==> config.mk <==
export PLATFORM = sky130hd
export DESIGN_NAME = riscv_seq_ctrl
export DESIGN_NICKNAME = d
export VERILOG_FILES = /design/src/rtl/riscv_seq_ctrl.sv
export SDC_FILE = /design/constraint.sdc
export NUM_CORES = 1
export LEC_CHECK = 0
export CORE_UTILIZATION = 50
export CTS_CLUSTER_SIZE = 40
export DETAILED_ROUTE_END_ITERATION = 10
export DONT_BUFFER_PORTS = 1
export SYNTH_ARGS = -nofsm -noshare
export SYNTH_HDL_FRONTEND = slang
export SYNTH_SLANG_ARGS = --single-unit
==> constraint.sdc <==
create_clock -name clk -period 3.15 [get_ports clk]
set_input_delay 0.63 -clock clk [delete_from_list [all_inputs] [get_ports clk]]
set_output_delay 0.63 -clock clk [all_outputs]
set_load 0.1 [all_outputs]
==> src/rtl/riscv_seq_ctrl.sv <==
// Multi-cycle sequencer for a small RISC-V core: fetch, decode, execute and writeback
// of R/I-type ALU instructions, with halt control and a retired-instruction counter.
module riscv_seq_ctrl #(
   parameter logic [31:0] RESET_PC = 32'h0000_0000
) (
   input  logic        clk,
   input  logic        rst_n,
   output logic        imem_req,
   output logic [31:0] imem_addr,
   input  logic        imem_ready,
   input  logic [31:0] imem_rdata,
   output logic [31:0] ir,
   output logic [31:0] pc,
   output logic        alu_en,
   output logic        rf_we,
   output logic [4:0]  rf_waddr,
   input  logic        halt_req,
   output logic        halted,
   output logic        illegal,
   output logic        retire,
   output logic [31:0] retire_cnt
);

   typedef enum logic [2:0] {
      S_FETCH,
      S_DECODE,
      S_EXECUTE,
      S_WRITEBACK,
      S_HALT
   } state_t;

   state_t      state_q, state_d;
   logic [31:0] pc_q, pc_d;
   logic [31:0] ir_q, ir_d;
   logic [31:0] retire_cnt_q, retire_cnt_d;
   logic        imem_req_q;
   logic        alu_en_q;
   logic        rf_we_q;
   logic [4:0]  rf_waddr_q;
   logic        illegal_q;
   logic        retire_q;
   logic        halted_q;
   logic        fetch_hs;
   logic        wb_we_d;

   function automatic logic is_legal(input logic [31:0] w);
      logic [6:0] opc;
      logic [6:0] f7;
      logic [2:0] f3;
      opc = w[6:0];
      f7  = w[31:25];
      f3  = w[14:12];
      if (opc == 7'b0010011)
         return 1'b1;
      if (opc == 7'b0110011)
         return (f7 == 7'b0000000) ||
                ((f7 == 7'b0100000) && ((f3 == 3'b000) || (f3 == 3'b101)));
      return 1'b0;
   endfunction

   // Handshake needs the registered request, so the first post-reset cycle never accepts data
   assign fetch_hs = (state_q == S_FETCH) && imem_req_q && imem_ready;

   always_comb begin
      state_d      = state_q;
      pc_d         = pc_q;
      ir_d         = ir_q;
      retire_cnt_d = retire_cnt_q;
      unique case (state_q)
         S_FETCH: begin
            if (fetch_hs) begin
               ir_d    = imem_rdata;
               state_d = S_DECODE;
            end
         end
         S_DECODE: begin
            if (illegal_q) begin
               pc_d    = pc_q + 32'd4;
               state_d = halt_req ? S_HALT : S_FETCH;
            end else begin
               state_d = S_EXECUTE;
            end
         end
         S_EXECUTE: state_d = S_WRITEBACK;
         S_WRITEBACK: begin
            pc_d         = pc_q + 32'd4;
            retire_cnt_d = retire_cnt_q + 32'd1;
            state_d      = halt_req ? S_HALT : S_FETCH;
         end
         S_HALT: begin
            if (!halt_req)
               state_d = S_FETCH;
         end
         default: state_d = S_FETCH;
      endcase
   end

   assign wb_we_d = (state_d == S_WRITEBACK) && (ir_d[11:7] != 5'd0);

   // Outputs are registered from the next state so each one is glitch-free for its whole state
   always_ff @(posedge clk or negedge rst_n) begin
      if (!rst_n) begin
         state_q      <= S_FETCH;
         pc_q         <= RESET_PC;
         ir_q         <= 32'd0;
         retire_cnt_q <= 32'd0;
         imem_req_q   <= 1'b0;
         alu_en_q     <= 1'b0;
         rf_we_q      <= 1'b0;
         rf_waddr_q   <= 5'd0;
         illegal_q    <= 1'b0;
         retire_q     <= 1'b0;
         halted_q     <= 1'b0;
      end else begin
         state_q      <= state_d;
         pc_q         <= pc_d;
         ir_q         <= ir_d;
         retire_cnt_q <= retire_cnt_d;
         imem_req_q   <= (state_d == S_FETCH);
         alu_en_q     <= (state_d == S_EXECUTE);
         rf_we_q      <= wb_we_d;
         rf_waddr_q   <= wb_we_d ? ir_d[11:7] : 5'd0;
         illegal_q    <= fetch_hs && !is_legal(imem_rdata);
         retire_q     <= (state_d == S_WRITEBACK);
         halted_q     <= (state_d == S_HALT);
      end
   end

   assign imem_req   = imem_req_q;
   assign imem_addr  = pc_q;
   assign pc         = pc_q;
   assign ir         = ir_q;
   assign alu_en     = alu_en_q;
   assign rf_we      = rf_we_q;
   assign rf_waddr   = rf_waddr_q;
   assign illegal    = illegal_q;
   assign retire     = retire_q;
   assign halted     = halted_q;
   assign retire_cnt = retire_cnt_q;

endmodule

* After elaboration in Yosys (flattened, before gate mapping) *
Index checks and enable logic that the tools add are counted.

word-level totals
  bits in registers = 110
  bits of input ports = 36
  logic and storage cells = 59

cells by class
  add/subtract/negate cells = 2
  equal/unequal tests = 12
  multiplexer cells = 17
  reduce and logical (&&, ||, !) cells = 16

operators with widths
  operator               number
  $pmux 32 s2            1
  $add 32x1->32 const B  1
  $add 32x3->32 const B  1
  $mux 32                1
  $mux 12                2
  $pmux 3 s5             1
  $eq 7x6->1 const B     2
  $eq 3x2->1 const B     4
  $mux 3                 4
  $eq 3x3->1 const B     3
  $logic_not 3->1        3
  $eq 7x5->1 const B     1
  $logic_not 7->1        1
  $mux 1                 7
  $logic_and 1x1->1      5
  $mux 5                 1
  $reduce_bool 5->1      1
  $reduce_and 2->1       2
  $eq 3x1->1 const B     1
  $logic_or 1x1->1       2
  $ne 2x2->1 const B     1
  $reduce_bool 2->1      1
  $logic_not 1->1        1

* Depth between registers and ports, before layout *
  depth in word-level cells = 9
  depth in mapped cells = 7
  mapped depth without buffers = 6

* Least setup slack after synthesis *
No wires, ideal clock.

  path kind = register to register
  from = register pc_q[2] (netlist: imem_addr[2])
  to = register pc_q[28] (netlist: imem_addr[28])
  library setup time = 164 ps
  data arrival time = 2,205 ps
  data required time = 2,986 ps
  path slack = 782 ps
  stages on the path, launching flop included = 7
  path buffers = 0
  cells stage by stage = dfrtp_1 > ha_1 > and4_1 > and4_2 > nand4_1 > nor3_1 > xor2_1

on the way
  longest elaborated chain between the ends = 3

ends and longest elaborated chain
  item                    RTL line  source
  from (decl)             33        logic [31:0] pc_q, pc_d;
  from (signal assigned)  116       pc_q <= pc_d;
  $add 32x3->32 (*)       78, 86
  $mux 32                 77        if (illegal_q) begin
  $pmux 32 s2 (*)         69        unique case (state_q)

Every way passes the cells marked *; elsewhere a longest branch is shown, timed or not. The select of a mux whose other input is x is not followed.
A chain may end at the register's enable or synchronous reset.

* Worst setup path after layout *
  from = register retire_cnt_q[0] (netlist: retire_cnt[0])
  to = register retire_cnt_q[26] (netlist: retire_cnt[26])

on the way
  longest elaborated chain between the ends = 1

ends and longest elaborated chain
  item                    RTL line  source
  from (decl)             35        logic [31:0] retire_cnt_q, retire_cnt_d;
  from (signal assigned)  118       retire_cnt_q <= retire_cnt_d;
  $add 32x1->32           87        retire_cnt_d = retire_cnt_q + 32'd1;

Every way passes these cells.

==> run summary <==
min cycle time layout = 2.13 ns
Final Cell Area = 5450 sq um
DR iter-0 viols = 64
Yosys top cell by area = dfrtp_1
Starting Density = 52.1%
Hold Path Class = in -> async
status = finished, final reports clean
most instantiated cells after synthesis = 108 x dfrtp_1, 38 x xnor2_1, 36 x buf_4
clock-pin slew on the worst setup and hold paths = 0.10 ns
Clock Sinks = 108
DR pass1 iterations = 4
# setup viols final = 0
Gates resized, CTS repair = 0
cell row count = 35
asr flop ratio synth = 100%
clock skew = 0.0144 ns
crit-path max FO = 6
# fillers = 832
Req. time, crit path = 3.43 ns
DRT antenna net count = 0
number of global-route vias before repair = 3049
DP Area = 5180 sq um
max cap viols = 0
GR Util met3 = 6.82%
TritonCTS clock tree = done
GRT overflow = 0
Cell Area, Synth = 4830 sq um
RSZ-0062 raised after global routing = false
Tightest Pin Transition = 0.969 ns
n_diodes = 0
final WL = 8840 microns
via count = 2901
Layout area overhead = 12.8%
Yosys cell types = 42
CTS Buffer Depth = 2
Fin. Hold Viols = 0
Area contributors post-synth = dfrtp_1 56%, mux2_2 7.9%, xnor2_1 6.9%
CP max stage cell = nor4_4
count leader, synth = dfrtp_1
GP Congestion = 0.743
die area = 10100 sq um
Synth Flop Type = dfrtp_1
Data arrival, critical path = 2.41 ns
Final nets = 467
GRT busiest layer = met2
GRT Total Usage = 18.6%
Vias per Instance = 5.15
Num CTS Buffers = 9
post-CTS setup buffers = 0
met2 track demand over resource = 28.2%
critical path class = reg -> reg
CTS root buf = clkbuf_8
Max Fclk = 0.469 GHz
die width = 100 microns
pin count of the biggest net entering global routing = 109
max-slew violations = 0
PortBufs = 0
max_slew headroom = 35.4%
GRT met1 Usage = 24.8%
Final Cycle Share = 67.7%
post-synthesis instance total = 394
#FFs+latches synth = 108
CORE AREA = 9280 sq um
average size of a mapped cell = 12.3 sq um
DP Wirelength = 6310 microns
I/O Pins = 175
Clock Latency Late Sink = 0.36 ns
drc violations = 0
# H-tree levels = 3
Synth top area share = 55.9%
fraction of layout cells with a size suffix above 1 = 36.4%
Wirelength per Cell = 15.7 microns
Max stage delay on crit path = 0.54 ns
Cell Chain, Critical Path = buf_4, ha_1, nand4b_4, nor4_4, nand3_2, nor2_1, xor2_1
initial antenna violation count = 0
Worst setup SP type = flop
setup tns final = 0 ns
Yosys warnings = 0
Crit. End Element = flop
first-pass GRT wire length = 14700 microns
Post-synth EDFFs = 0
die height = 100 microns
sequential-to-total area share from yosys stat = 55.9%
[logic make-up after synthesis]
logic type / share of synthesized area, %
simple gates: 16.0
flops: 55.9
xor+xnor: 11.1
buf+inv: 7.46
mux: 8.13
compound gates: 0.828
fa+ha+maj: 0.518
other cells: 0.0776
[registers in the layout, summed over array words and instances, names as in the netlist]
register	flops
imem_addr	30
rf_waddr	5
retire_cnt	32
rf_we	1
alu_en	1
halted	1
state_q	3
illegal	1
retire	1
imem_req	1
ir	32
[per-stage QoR]
stage                     util [%]  instances  setup slack (ns)  hold slack (ns)
final                         58.7        563              1.02            0.191
after global routing          58.7        563             0.853            0.177
after CTS                     58.7        563             0.968            0.206
after detailed placement      55.8        546             0.994            0.337
after global placement        55.8        546              1.05            0.337
after floorplan                  -        397             0.782            0.334
[placed cells by master (no fill, tap or decap), drive strengths merged]
master and count:
clkbuf 12, nor3 11, a21oi 2, nor2b 1, nor4b 2, nand2b 1, conb 4, and3b 1
nor3b 1, o21ai 1, ha 2, and4 8, mux2i 1, nand4b 2, and2b 1, and3 5
nand2 25, or3 1, bufinv 3, xnor2 38, o21ba 1, or2 1, nand3 20, dfrtp 108
or3b 1, inv 11, nor4 3, xor2 23, nor2 26, clkinvlp 1, o21a 2, nand4 12
mux2 34, and2 7, buf 62
[layout make-up]
type	count	area (sq um)	share of cell area, %
clock inverter	4	97.6	1.79
multi-input combinational	237	1780	32.7
tap	129	161	2.96
clock buffer	12	145	2.66
sequential	108	2740	50.3
inverter	11	41.3	0.757
timing repair buffer	62	485	8.90
[per-layer routing]
| metal | up-vias | wire length (microns) |
|---|---|---|
| li1 | 1350 | - |
| met1 | 1428 | 3920 |
| met2 | 112 | 4090 |
| met3 | 11 | 731 |
| met4 | 0 | 98 |
| met5 | - | 0 |
[worst max-delay path, delay by kind of cell (launching register included)]
| kind | cells | cell delay, ns |
|---|---|---|
| simple gates | 4 | 0.98 |
| flops | 1 | 0.35 |
| buf+inv | 1 | 0.31 |
| fa+ha+maj | 1 | 0.25 |
| xor+xnor | 1 | 0.16 |
[path summary, 6_finish.rpt]
check | slack (ns) | start | to | depth (start not counted)
max | 1.02 | retire_cnt[0] | retire_cnt[26] | 7
min | 0.19 | rst_n | imem_addr[20] | 1
max reg2reg | 1.02 | retire_cnt[0] | retire_cnt[26] | 7
min reg2reg | 0.51 | imem_addr[29] | imem_addr[29] | 1
max in group asynchronous | 2.53 | rst_n | imem_addr[2] | 1
min in group clk | 0.39 | halt_req | halted | 1
[timing repair]
item,in CTS,in global routing
endpoints found under the setup margin,0,0
endpoints found under the hold margin,108,0
hold buffers,1,0
Power is left out: the tool's default activity adds up to more than one toggle a clock period on the data nets, which glitch-free logic cannot reach.
